===== src/rtl/mem_pkg.sv =====
// mem_pkg: shared state, size encodings, writeback bundle and store helpers for mem_stage.
package mem_pkg;
   typedef enum logic [1:0] {IDLE, REQ, WAIT, DONE} state_t;
   localparam logic [1:0] SZ_BYTE = 2'b00;
   localparam logic [1:0] SZ_HALF = 2'b01;
   localparam logic [1:0] SZ_WORD = 2'b10;
   typedef struct packed {
      logic        memtoreg;
      logic        regwrite;
      logic        mfc0;
      logic [31:0] aluout;
      logic [31:0] except_data;
      logic [4:0]  rd;
   } wb_bundle_t;
   function automatic logic [3:0] byte_en(input logic [1:0] size, input logic [1:0] off);
      return size == SZ_BYTE ? 4'b0001 << off : size == SZ_HALF ? 4'b0011 << (off & 2'b10) : 4'b1111;
   endfunction
   function automatic logic [31:0] store_rep(input logic [1:0] size, input logic [31:0] data);
      return size == SZ_BYTE ? {4{data[7:0]}} : size == SZ_HALF ? {2{data[15:0]}} : data;
   endfunction
   function automatic logic misaligned(input logic [1:0] size, input logic [1:0] off);
      return (size == SZ_HALF && off[0]) || (size >= SZ_WORD && off != 2'b00);
   endfunction
endpackage


===== src/rtl/mem_load_ext.sv =====
// mem_load_ext: selects the addressed byte/half lane of load data and extends it to 32 bits.
module mem_load_ext
   import mem_pkg::*;
(
   input  logic [31:0] data_rdata,
   input  logic [1:0]  off,
   input  logic [1:0]  size,
   input  logic        sign,
   output logic [31:0] result
);
   logic [7:0]  b;
   logic [15:0] h;
   always_comb begin
      b = data_rdata[{off, 3'b000} +: 8];
      h = data_rdata[{off[1], 4'b0000} +: 16];
      result = size == SZ_BYTE ? {{24{sign & b[7]}}, b} : size == SZ_HALF ? {{16{sign & h[15]}}, h} : data_rdata;
   end
endmodule


===== src/rtl/mem_stage.sv =====
// mem_stage: memory-access pipeline stage with request/addr_ok/data_ok data port.
// Define MEM_ALIGN_EXC_EN to trap misaligned accesses (adds adel/ades/badvaddr ports).
module mem_stage
   import mem_pkg::*;
(
   input  logic        clk,
   input  logic        reset,
   input  logic        ex_valid,
   output logic        mem_allow_in,
   input  logic        ex_memread,
   input  logic        ex_memwrite,
   input  logic        ex_memtoreg,
   input  logic        ex_regwrite,
   input  logic        ex_mfc0,
   input  logic [1:0]  ex_size,
   input  logic        ex_sign,
   input  logic [31:0] ex_aluout,
   input  logic [31:0] ex_wdata,
   input  logic [4:0]  ex_rd,
   input  logic [31:0] ex_except_data,
   output logic        data_req,
   output logic        data_wr,
   output logic [3:0]  data_be,
   output logic [31:0] data_addr,
   output logic [31:0] data_wdata,
   input  logic        data_addr_ok,
   input  logic        data_data_ok,
   input  logic [31:0] data_rdata,
   output logic        wb_valid,
   input  logic        wb_allow_in,
   output logic        MemtoReg,
   output logic        RegWrite,
   output logic        mfc0,
   output logic [31:0] Aluout,
   output logic [31:0] rdata,
   output logic [31:0] except_data,
`ifdef MEM_ALIGN_EXC_EN
   output logic        adel,
   output logic        ades,
   output logic [31:0] badvaddr,
`endif
   output logic [4:0]  rd
);
   state_t     state, next_state;
   wb_bundle_t ex_b, l_b, wb;
   logic       l_memread, l_memwrite, l_sign;
   logic [1:0] l_size;
   logic [31:0] l_wdata, ext;
   logic       mem_ex, mis_ex, accept, enter_done;

   assign mem_ex = ex_memread | ex_memwrite;
`ifdef MEM_ALIGN_EXC_EN
   assign mis_ex = mem_ex && misaligned(ex_size, ex_aluout[1:0]);
`else
   assign mis_ex = 1'b0;
`endif
   assign accept = ex_valid && mem_allow_in;
   // writeback outputs load only here, so they stay frozen while DONE stalls
   assign enter_done = (accept && !(mem_ex && !mis_ex)) || (state == WAIT && data_data_ok);
   assign ex_b = '{memtoreg: ex_memtoreg & ~mis_ex, regwrite: ex_regwrite & ~mis_ex, mfc0: ex_mfc0,
                   aluout: ex_aluout, except_data: ex_except_data, rd: ex_rd};

   always_ff @(posedge clk or posedge reset) begin
      if (reset) state <= IDLE;
      else state <= next_state;
   end

   always_comb begin
      next_state = accept ? ((mem_ex && !mis_ex) ? REQ : DONE) :
                   (state == REQ && data_addr_ok) ? WAIT :
                   (state == WAIT && data_data_ok) ? DONE :
                   (state == DONE && wb_allow_in) ? IDLE : state;
   end

   always_comb begin
      mem_allow_in = state == IDLE || (state == DONE && wb_allow_in);
      data_req = state == REQ;
      data_wr = data_req & l_memwrite;
      data_be = data_req ? byte_en(l_size, l_b.aluout[1:0]) : 4'b0000;
      wb_valid = state == DONE;
   end

   assign data_addr = {l_b.aluout[31:2], 2'b00};
   assign data_wdata = store_rep(l_size, l_wdata);

   always_ff @(posedge clk or posedge reset) begin
      if (reset) begin
         l_b <= '0;
         l_memread <= 1'b0;
         l_memwrite <= 1'b0;
         l_sign <= 1'b0;
         l_size <= 2'b00;
         l_wdata <= '0;
      end else if (accept) begin
         l_b <= ex_b;
         l_memread <= ex_memread;
         l_memwrite <= ex_memwrite;
         l_sign <= ex_sign;
         l_size <= ex_size;
         l_wdata <= ex_wdata;
      end
   end

   mem_load_ext u_ext (
      .data_rdata(data_rdata),
      .off       (l_b.aluout[1:0]),
      .size      (l_size),
      .sign      (l_sign),
      .result    (ext)
   );

   always_ff @(posedge clk or posedge reset) begin
      if (reset) begin
         wb <= '0;
         rdata <= '0;
      end else if (enter_done) begin
         wb <= accept ? ex_b : l_b;
         if (!accept && l_memread) rdata <= ext;
      end
   end

`ifdef MEM_ALIGN_EXC_EN
   always_ff @(posedge clk or posedge reset) begin
      if (reset) begin
         adel <= 1'b0;
         ades <= 1'b0;
         badvaddr <= '0;
      end else if (enter_done) begin
         adel <= accept && mis_ex && ex_memread;
         ades <= accept && mis_ex && ex_memwrite;
         badvaddr <= (accept && mis_ex) ? ex_aluout : 32'h0;
      end
   end
`endif

   assign MemtoReg = wb.memtoreg;
   assign RegWrite = wb.regwrite;
   assign mfc0 = wb.mfc0;
   assign Aluout = wb.aluout;
   assign except_data = wb.except_data;
   assign rd = wb.rd;
endmodule

===== config.mk =====
export PLATFORM = sky130hd
export DESIGN_NAME = mem_stage
export DESIGN_NICKNAME = d
export VERILOG_FILES = /design/src/rtl/mem_pkg.sv /design/src/rtl/mem_load_ext.sv /design/src/rtl/mem_stage.sv
export SDC_FILE = /design/constraint.sdc
export NUM_CORES = 1
export LEC_CHECK = 0
export ABC_CLOCK_PERIOD_IN_PS = 6650
export CAP_MARGIN = 30
export CORE_MARGIN = 1
export CORE_UTILIZATION = 43
export CTS_BUF_LIST = sky130_fd_sc_hd__clkbuf_8
export CTS_CLUSTER_DIAMETER = 60
export CTS_CLUSTER_SIZE = 14
export DETAILED_ROUTE_END_ITERATION = 10
export PLACE_DENSITY = 0.79
export SETUP_SLACK_MARGIN = 0.15
export SYNTH_ARGS = -nofsm -noshare
export SYNTH_HDL_FRONTEND = slang
export SYNTH_SLANG_ARGS = --single-unit

===== constraint.sdc =====
create_clock -name clk -period 6.65 [get_ports clk]
set_input_delay 1.33 -clock clk [delete_from_list [all_inputs] [get_ports clk]]
set_output_delay 1.33 -clock clk [all_outputs]
set_load 0.02 [all_outputs]

== Yosys cells after proc, flatten, opt, wreduce, memory -nomap -nowiden ==
Cells that the tools add are included.
W data, S select, Z words.
Storage, ports and cells
  bits in latches: 0
  output and inout port bits: 176
  memories kept: 0
  ROM bits: 0
  RAM bits: 0
  register bits: 215
  input port bits: 147
Cells by class
  reduce and logical (&&, ||, !) cells: 14
  bitwise gates (word level): 4
  add/subtract/negate cells: 0
  div/mod/pow operators: 0
  shifts and indexed selects: 4
  muxes and demuxes: 13
  equality and inequality tests: 4
  $mul: 0
  magnitude comparators: 0
Operators by type and width (number)
  $mux W32: 4
  $mux W72: 1
  $shiftx A32 B6 Y16: 1
  $shiftx A32 B6 Y8: 1
  $mux W4: 3
  $mux W2: 5
  $logic_and A1 B1 Y1: 6
  $eq A2 B1 Y1 const B: 2
  $eq A2 B2 Y1 const B: 2
  $logic_not A2 Y1: 2
  $reduce_bool A4 Y1: 1
  $shl A1 B2 Y4 const A: 1
  $shl A2 B2 Y4 const A: 1
  $and A1 B1 Y1: 3
  $logic_not A1 Y1: 2
  $logic_or A1 B1 Y1: 2
  $reduce_and A2 Y1: 1
  $or A1 B1 Y1: 1

== Logic depth before layout (Yosys ltp) ==
Gate-level depths: netlist (run 1).
  depth in word-level cells: 7
  mapped depth: 7

== By module ==
From an unflattened synthesis (run 1), not the netlist that was laid out.
Unflattened totals
  cell total of the unflattened synthesis: 1191
  area, all modules: 12235.5 µm²
By module, submodules not included
  mem_stage: instances 1, cells each 1091, area an instance 11442.2 µm², seq. area each 5380.2 µm²
  mem_load_ext: instances 1, cells each 100, area an instance 793.3 µm², seq. area each 0.0 µm²

== Least setup slack after synthesis (run 1) ==
No wires, ideal clock.
  kind: input to output
  start: input port wb_allow_in
  end: output port mem_allow_in
  data arrival time: 1.821 ns
  data required time: 5.320 ns
  stages on the path: 2
  slack: 3.499 ns
  path buffers: 0
  path through: and3_4 -> or2_2
Between the ends
  longest elaborated chain between the ends: 2
RTL lines
  start: declaration: RTL line mem_stage.sv:30  | input logic wb_allow_in,
  $logic_and A1 B1 Y1: RTL line mem_stage.sv:76  | mem_allow_in = state == IDLE || (state == DONE && wb_allow_in);
  $logic_or A1 B1 Y1: RTL line mem_stage.sv:76
  end: declaration: RTL line mem_stage.sv:9  | output logic mem_allow_in,
Every way passes these cells.

== Final worst setup path (run 1) ==
Same ends and word-level chain as after synthesis.

==> results of run 1 <==
## Yosys cell counts (6+ instances only)
library cell,instances,area [um2]
dfrtp_1,215,5380
mux2_2,119,1340
mux2_4,67,1006
buf_4,45,337.8
nand3_1,36,180.2
nand2_1,34,127.6
o21ai_0,25,125.1
clkbuf_1,20,75.07
a21oi_1,17,85.08
mux2i_1,17,170.2
buf_6,14,157.7
nor2_1,14,52.55
mux2_1,11,123.9
a22oi_1,8,60.06
a22o_1,7,61.31
a222oi_1,6,60.06
inv_1,6,22.52
## power by group
group	internal (mW)	switching, mW	leakage, nW
Clock	0.322	0.440	0.184
Sequential	1.97	0.394	2.56
Combinational	2.06	1.81	2.95
Total	4.35	2.65	5.69
## routing by layer
metal	GRT usage (%)	routed length, um	share of wire (%)
met5	0	0	0
met4	7.277	692	2.9
met3	4.970	1949	8.2
met2	32.99	11470	49
met1	25.79	9532	40
## sequential cells by signal, summed over array words and instances, names as in the netlist
| name | flops |
|---|---|
| except_data | 32 |
| rdata | 32 |
| l_sign | 1 |
| MemtoReg | 1 |
| l_size | 2 |
| mfc0 | 1 |
| data_addr | 30 |
| l_memwrite | 1 |
| Aluout | 32 |
| l_wdata | 32 |
| RegWrite | 1 |
| l_b | 42 |
| state | 2 |
| l_memread | 1 |
| rd | 5 |
## worst reg2reg max path: stages, from the launching register on
cell and delay [ps]:
dfrtp_1 840, mux4_2 650, o2111ai_2 680, o311ai_0 300
## metrics by stage
step | utilization [%] | instances | instance area, um2
detailed placement | 58.22 | 1222 | 12750
global route | 59.81 | 1248 | 13090
CTS | 59.81 | 1248 | 13090
finish | 59.81 | 1248 | 13090
floorplan | - | 693 | 9630
global placement | 58.01 | 1220 | 12700
## worst paths after layout
kind,slack [ps],startpoint,endpoint
setup / recovery,2560,wb_allow_in,mem_allow_in
hold / removal,490,Aluout[5],Aluout[5]
setup reg to reg,4000,l_b[38],rdata[17]
hold reg to reg,490,Aluout[5],Aluout[5]
max in group asynchronous,4150,reset,except_data[9]
min in group asynchronous,1230,reset,l_memread
## cells by family after synthesis
logic type      Yosys count
other cells               1
flops                   215
buf+inv                  90
simple gates             97
mux                     215
compound gates           74
## cell type report
class	instances	area [um2]	area share (%)
inverter	6	26.28	0.2007
tap	280	350.3	2.676
timing repair buffer	333	3346	25.55
clock inverter	6	71.32	0.5447
clock buffer	20	275.3	2.102
sequential	215	5381	41.10
multi-input combinational	388	3642	27.82
==> flow_summary_export.csv, run 1 <==
group,metric,value,unit
finish,most-common-layout-cells,"clkdlybuf4s50_1, dfrtp_1, mux2_2",
synthesis,syn_area,9623,um2
timing,setup_ws,2562,ps
critical_path,reg2reg_depth,3,
finish,drive_gt1_share,24.07,%
detailed_routing,drt_iter0_drc,222,
critical_path,start_kind,"input port",
power_and_ir_drop,leakagePower,5.692,nW
synthesis,ys_seq_area_share,55.91,%
floorplan,die_w,151.6,um
timing,holdWs,488.4,ps
synthesis,ys_types,39,
power_and_ir_drop,irDropWorstVdd,272.5,uV
grt,grt_overflow_total,0,
timing,fin_crit,4088,ps
synthesis,synth_compound_area_share,5.253,%
critical_path,cpMostUsedCell,"clkdlybuf4s50_1",
clock_network,cts_tree,"built",
place,dp_hpwl,16650,um
timing,worst_slew_pin_slew,850.8,ps
place,pre_cts_ws,2559,ps
flow_run,drv_cap,0,
synthesis,synth_top_family_by_area,"multiplexers",
detailed_routing,via_per_inst,5.176,
outcome,outcome,"finished, final reports clean",
finish,final_nets,1111,
power_and_ir_drop,p_total,6.998,mW
synthesis,postSynthCellCount,692,
clock_network,insertion_delay,540,ps
synthesis,synth_ff_type,"dfrtp_1",
synthesis,muxShareOfSynthArea,27.67,%
timing,clock_skew,52.46,ps
critical_path,worst-path-stages,4,
min_path,min_delay_path_depth,1,
timing,max_slew_margin,43.28,%
timing,timing.fmax,244.6,MHz
grt,antenna_found_initial,0,
synthesis,synth_edf_count,0,
clock_network,root_buffer,"clkbuf_8",
clock_network,post_cts_buffers,0,
detailed_routing,wire_per_inst,18.95,um
clock_network,cts_buffers,20,
critical_path,critPathMaxStageDelay,540,ps
synthesis,synth_xor_area_share,0,%
grt,grt_max_degree,111,
finish,fillers,1737,
synthesis,async_flop_share,100.0,%
finish,diodes,0,
floorplan,ios,323,
timing,grt_setup_unrepaired,"no",
clock_network,clock_sinks,215,
timing,setup_violations,0,
floorplan,coreArea,21890,um2
floorplan,dieHeight,151.6,um
finish,area_growth,36.06,%
place,port_buffers,320,
critical_path,cp_cell_sequence,"clkdlybuf4s50_1 -> and3_4 -> or2_2 -> clkdlybuf4s50_1",
floorplan,num_rows,54,
floorplan,dieArea,22980,um2
critical_path,critPathBufInv,2,
floorplan,start_util,43.96,%
critical_path,worst_setup_path_end_kind,"primary output",
grt,first_global_vias,6553,
timing,fin_setup_tns,0,ps
detailed_routing,drt-total-wl,23650,um
timing,hold_viol,0,
critical_path,crit_family,"buffers and inverters",
grt,grt_pass1_wl,35840,um
synthesis,ys_warn_count,0,
critical_path,path_class,"in -> out",
clock_network,cts_buffer_depth,3,
synthesis,avgSynthCellArea,13.91,um2
synthesis,synth_fa_ha_area_share,0,%
timing,fin_crit_sh,61.47,%
detailed_routing,first_pass_iters,5,
grt,track_usage,20.12,%
min_path,hp-class,"reg -> reg",
clock_network,hold_buffers,0,
timing,drv_slew,0,
critical_path,cp_max_fo,3,
synthesis,yosys_register_bits,215,
detailed_routing,antenna_left,0,
detailed_routing,vias,6460,
detailed_routing,drc,0,
clock_network,cts-resized-gates,0,
power_and_ir_drop,powerDensity,534.5,nW/um2
critical_path,cp_slowest_cell,"clkdlybuf4s50_1",
clock_network,path_clk_slew,90,ps
synthesis,synth_simple_gate_area_share,4.720,%
place,gp_congestion,0.8512,
finish,final_common_cell,"clkdlybuf4s50_1",
clock_network,htreeDepth,1,
critical_path,cp.required,5320,ps
critical_path,worstPathArrival,2760,ps
Note: power is estimated with default switching activity, not from simulation.
==> run 2: changes to the inputs <==
--- a/config.mk
+++ b/config.mk
@@ -5,7 +5,7 @@
 export SDC_FILE = /design/constraint.sdc
 export NUM_CORES = 1
 export LEC_CHECK = 0
-export ABC_CLOCK_PERIOD_IN_PS = 6650
+export ABC_CLOCK_PERIOD_IN_PS = 3600
 export CAP_MARGIN = 30
 export CORE_MARGIN = 1
 export CORE_UTILIZATION = 43
==> constraint.sdc (replaced) <==
create_clock -name clk -period 3.6 [get_ports clk]
set_input_delay 0.72 -clock clk [delete_from_list [all_inputs] [get_ports clk]]
set_output_delay 0.72 -clock clk [all_outputs]
set_load 0.02 [all_outputs]
==> run 2 against run 1 <==
Net effect:
- largest cell class unchanged
- register-to-register slack got worse by 2800 ps
- count of clock-buffer cells in the layout grew 3
- cell area increased by 1.3%
- non-clock buffer count is 9 higher
- die area unchanged
- sequential power rose by 84%
- combinational power up 86%
==> flow_summary_export.csv, run 2 (synthesis results as in run 1) <==
group,metric,value,unit
outcome,outcome,"finished, final reports clean",
finish,register_area,5381,um2
floorplan,num_rows,54,
place,dp_hpwl,17140,um
finish,fillers,1757,
critical_path,cp_max_fo,32,
clock_network,cts_tree,"built",
floorplan,start_util,43.96,%
finish,final_nets,1121,
detailed_routing,first_pass_iters,5,
floorplan,dieHeight,151.6,um
grt,antenna_found_initial,2,
grt,grt_overflow_total,0,
critical_path,path_class,"reg -> out",
timing,clock_skew,19.55,ps
finish,final_common_cell,"clkdlybuf4s50_1",
floorplan,ios,323,
clock_network,cts_buffer_depth,3,
power_and_ir_drop,irDropWorstVdd,557.9,uV
detailed_routing,vias,6444,
timing,max_slew_margin,43.58,%
critical_path,start_kind,"register",
timing,setup_violations,0,
timing,grt_setup_unrepaired,"no",
detailed_routing,via_per_inst,5.106,
critical_path,worstPathArrival,2510,ps
clock_network,path_clk_slew,100,ps
timing,drv_slew,0,
place,gp_congestion,0.8537,
timing,fin_crit_sh,89.79,%
timing,hold_viol,0,
timing,timing.fmax,309.3,MHz
timing,fin_setup_tns,0,ps
clock_network,htreeDepth,1,
place,dp_cells,1231,
floorplan,die_w,151.6,um
clock_network,cts-resized-gates,0,
finish,multi_input_area,3642,um2
critical_path,worst_setup_path_end_kind,"primary output",
grt,grt_pass1_wl,36450,um
power_and_ir_drop,powerDensity,985.9,nW/um2
clock_network,insertion_delay,520,ps
clock_network,root_buffer,"clkbuf_8",
detailed_routing,drt_iter0_drc,231,
min_path,hp-class,"reg -> reg",
clock_network,post_cts_buffers,0,
power_and_ir_drop,leakagePower,5.775,nW
finish,most-common-layout-cells,"clkdlybuf4s50_1, dfrtp_1, mux2_2",
grt,track_usage,20.47,%
detailed_routing,wire_per_inst,18.91,um
finish,drive_gt1_share,25.08,%
floorplan,dieArea,22980,um2
clock_network,clock_sinks,215,
grt,grt_max_degree,53,
finish,regMostFlops,"l_b",
finish,final_cells,1262,
grt,first_global_vias,6590,
floorplan,coreArea,21890,um2
place,port_buffers,320,
flow_run,drv_cap,0,
timing,worst_slew_pin_slew,842.3,ps
detailed_routing,drc,0,
clock_network,cts_buffers,21,
detailed_routing,antenna_left,0,
detailed_routing,drt-total-wl,23860,um
finish,largest_reg_flops,42,
timing,fin_crit,3233,ps
clock_network,hold_buffers,0,
finish,area_growth,37.78,%
critical_path,cp.required,2880,ps
## run 2: critical path, cell delays in order (launching register included)
cell,delay (ps)
dfrtp_2,640
nor2_1,220
buf_4,200
mux2_2,370
clkdlybuf4s50_1,550
## run 2: final cells by class
class,instances,area share (%)
Sequential cell,215,40.59
Multi-Input combinational cell,388,27.47
Timing Repair Buffer,342,26.16
Tap cell,280,2.642
Clock buffer,23,2.387
Clock inverter,7,0.5379
Inverter,6,0.1982
Antenna cell,1,0.01887
## run 2: final timing paths
kind                            from            end  slack (ps)  cells past startpoint
max in group asynchronous      reset        l_b[10]        2220                      4
setup / recovery           l_size[1]  data_wdata[8]         370                      4
setup reg to reg           l_size[1]       rdata[4]        1220                      5
hold reg to reg             rdata[2]       rdata[2]         490                      2
min in group asynchronous      reset    l_wdata[16]         540                      2
hold / removal              rdata[2]       rdata[2]         490                      2
## run 2: power breakdown
| part | internal (mW) | total [mW] | leakage, nW | switching, mW |
|---|---|---|---|---|
| Clock | 0.667 | 1.51 | 0.204 | 0.840 |
| Sequential | 3.64 | 4.37 | 2.56 | 0.729 |
| Combinational | 3.85 | 7.19 | 3.01 | 3.35 |
## run 2: routing by layer
layer	GRT usage [%]	routed length, um	up-vias
met3	4.760	1843	37
met1	26.41	9765	3191
met2	34.09	11700	240
met4	6.386	536	2
li1	-	-	2974
met5	0	13	-
## run 2: metrics by stage
step | hold WS [ps] | utilization, % | instance area (um2) | worst slack [ps] | power, mW
2_1_floorplan | 464.8 | - | 9630 | 81.86 | 8.934
3_3_place_gp | 468.1 | 58.69 | 12850 | 726.2 | 11.48
3_5_place_dp | 469.5 | 58.78 | 12870 | 719.7 | 11.63
4_1_cts | 490.7 | 60.56 | 13260 | 322.6 | 13.21
5_1_grt | 499.3 | 60.57 | 13260 | 196.4 | 13.85
6_report | 489.3 | 60.57 | 13260 | 367.4 | 13.07
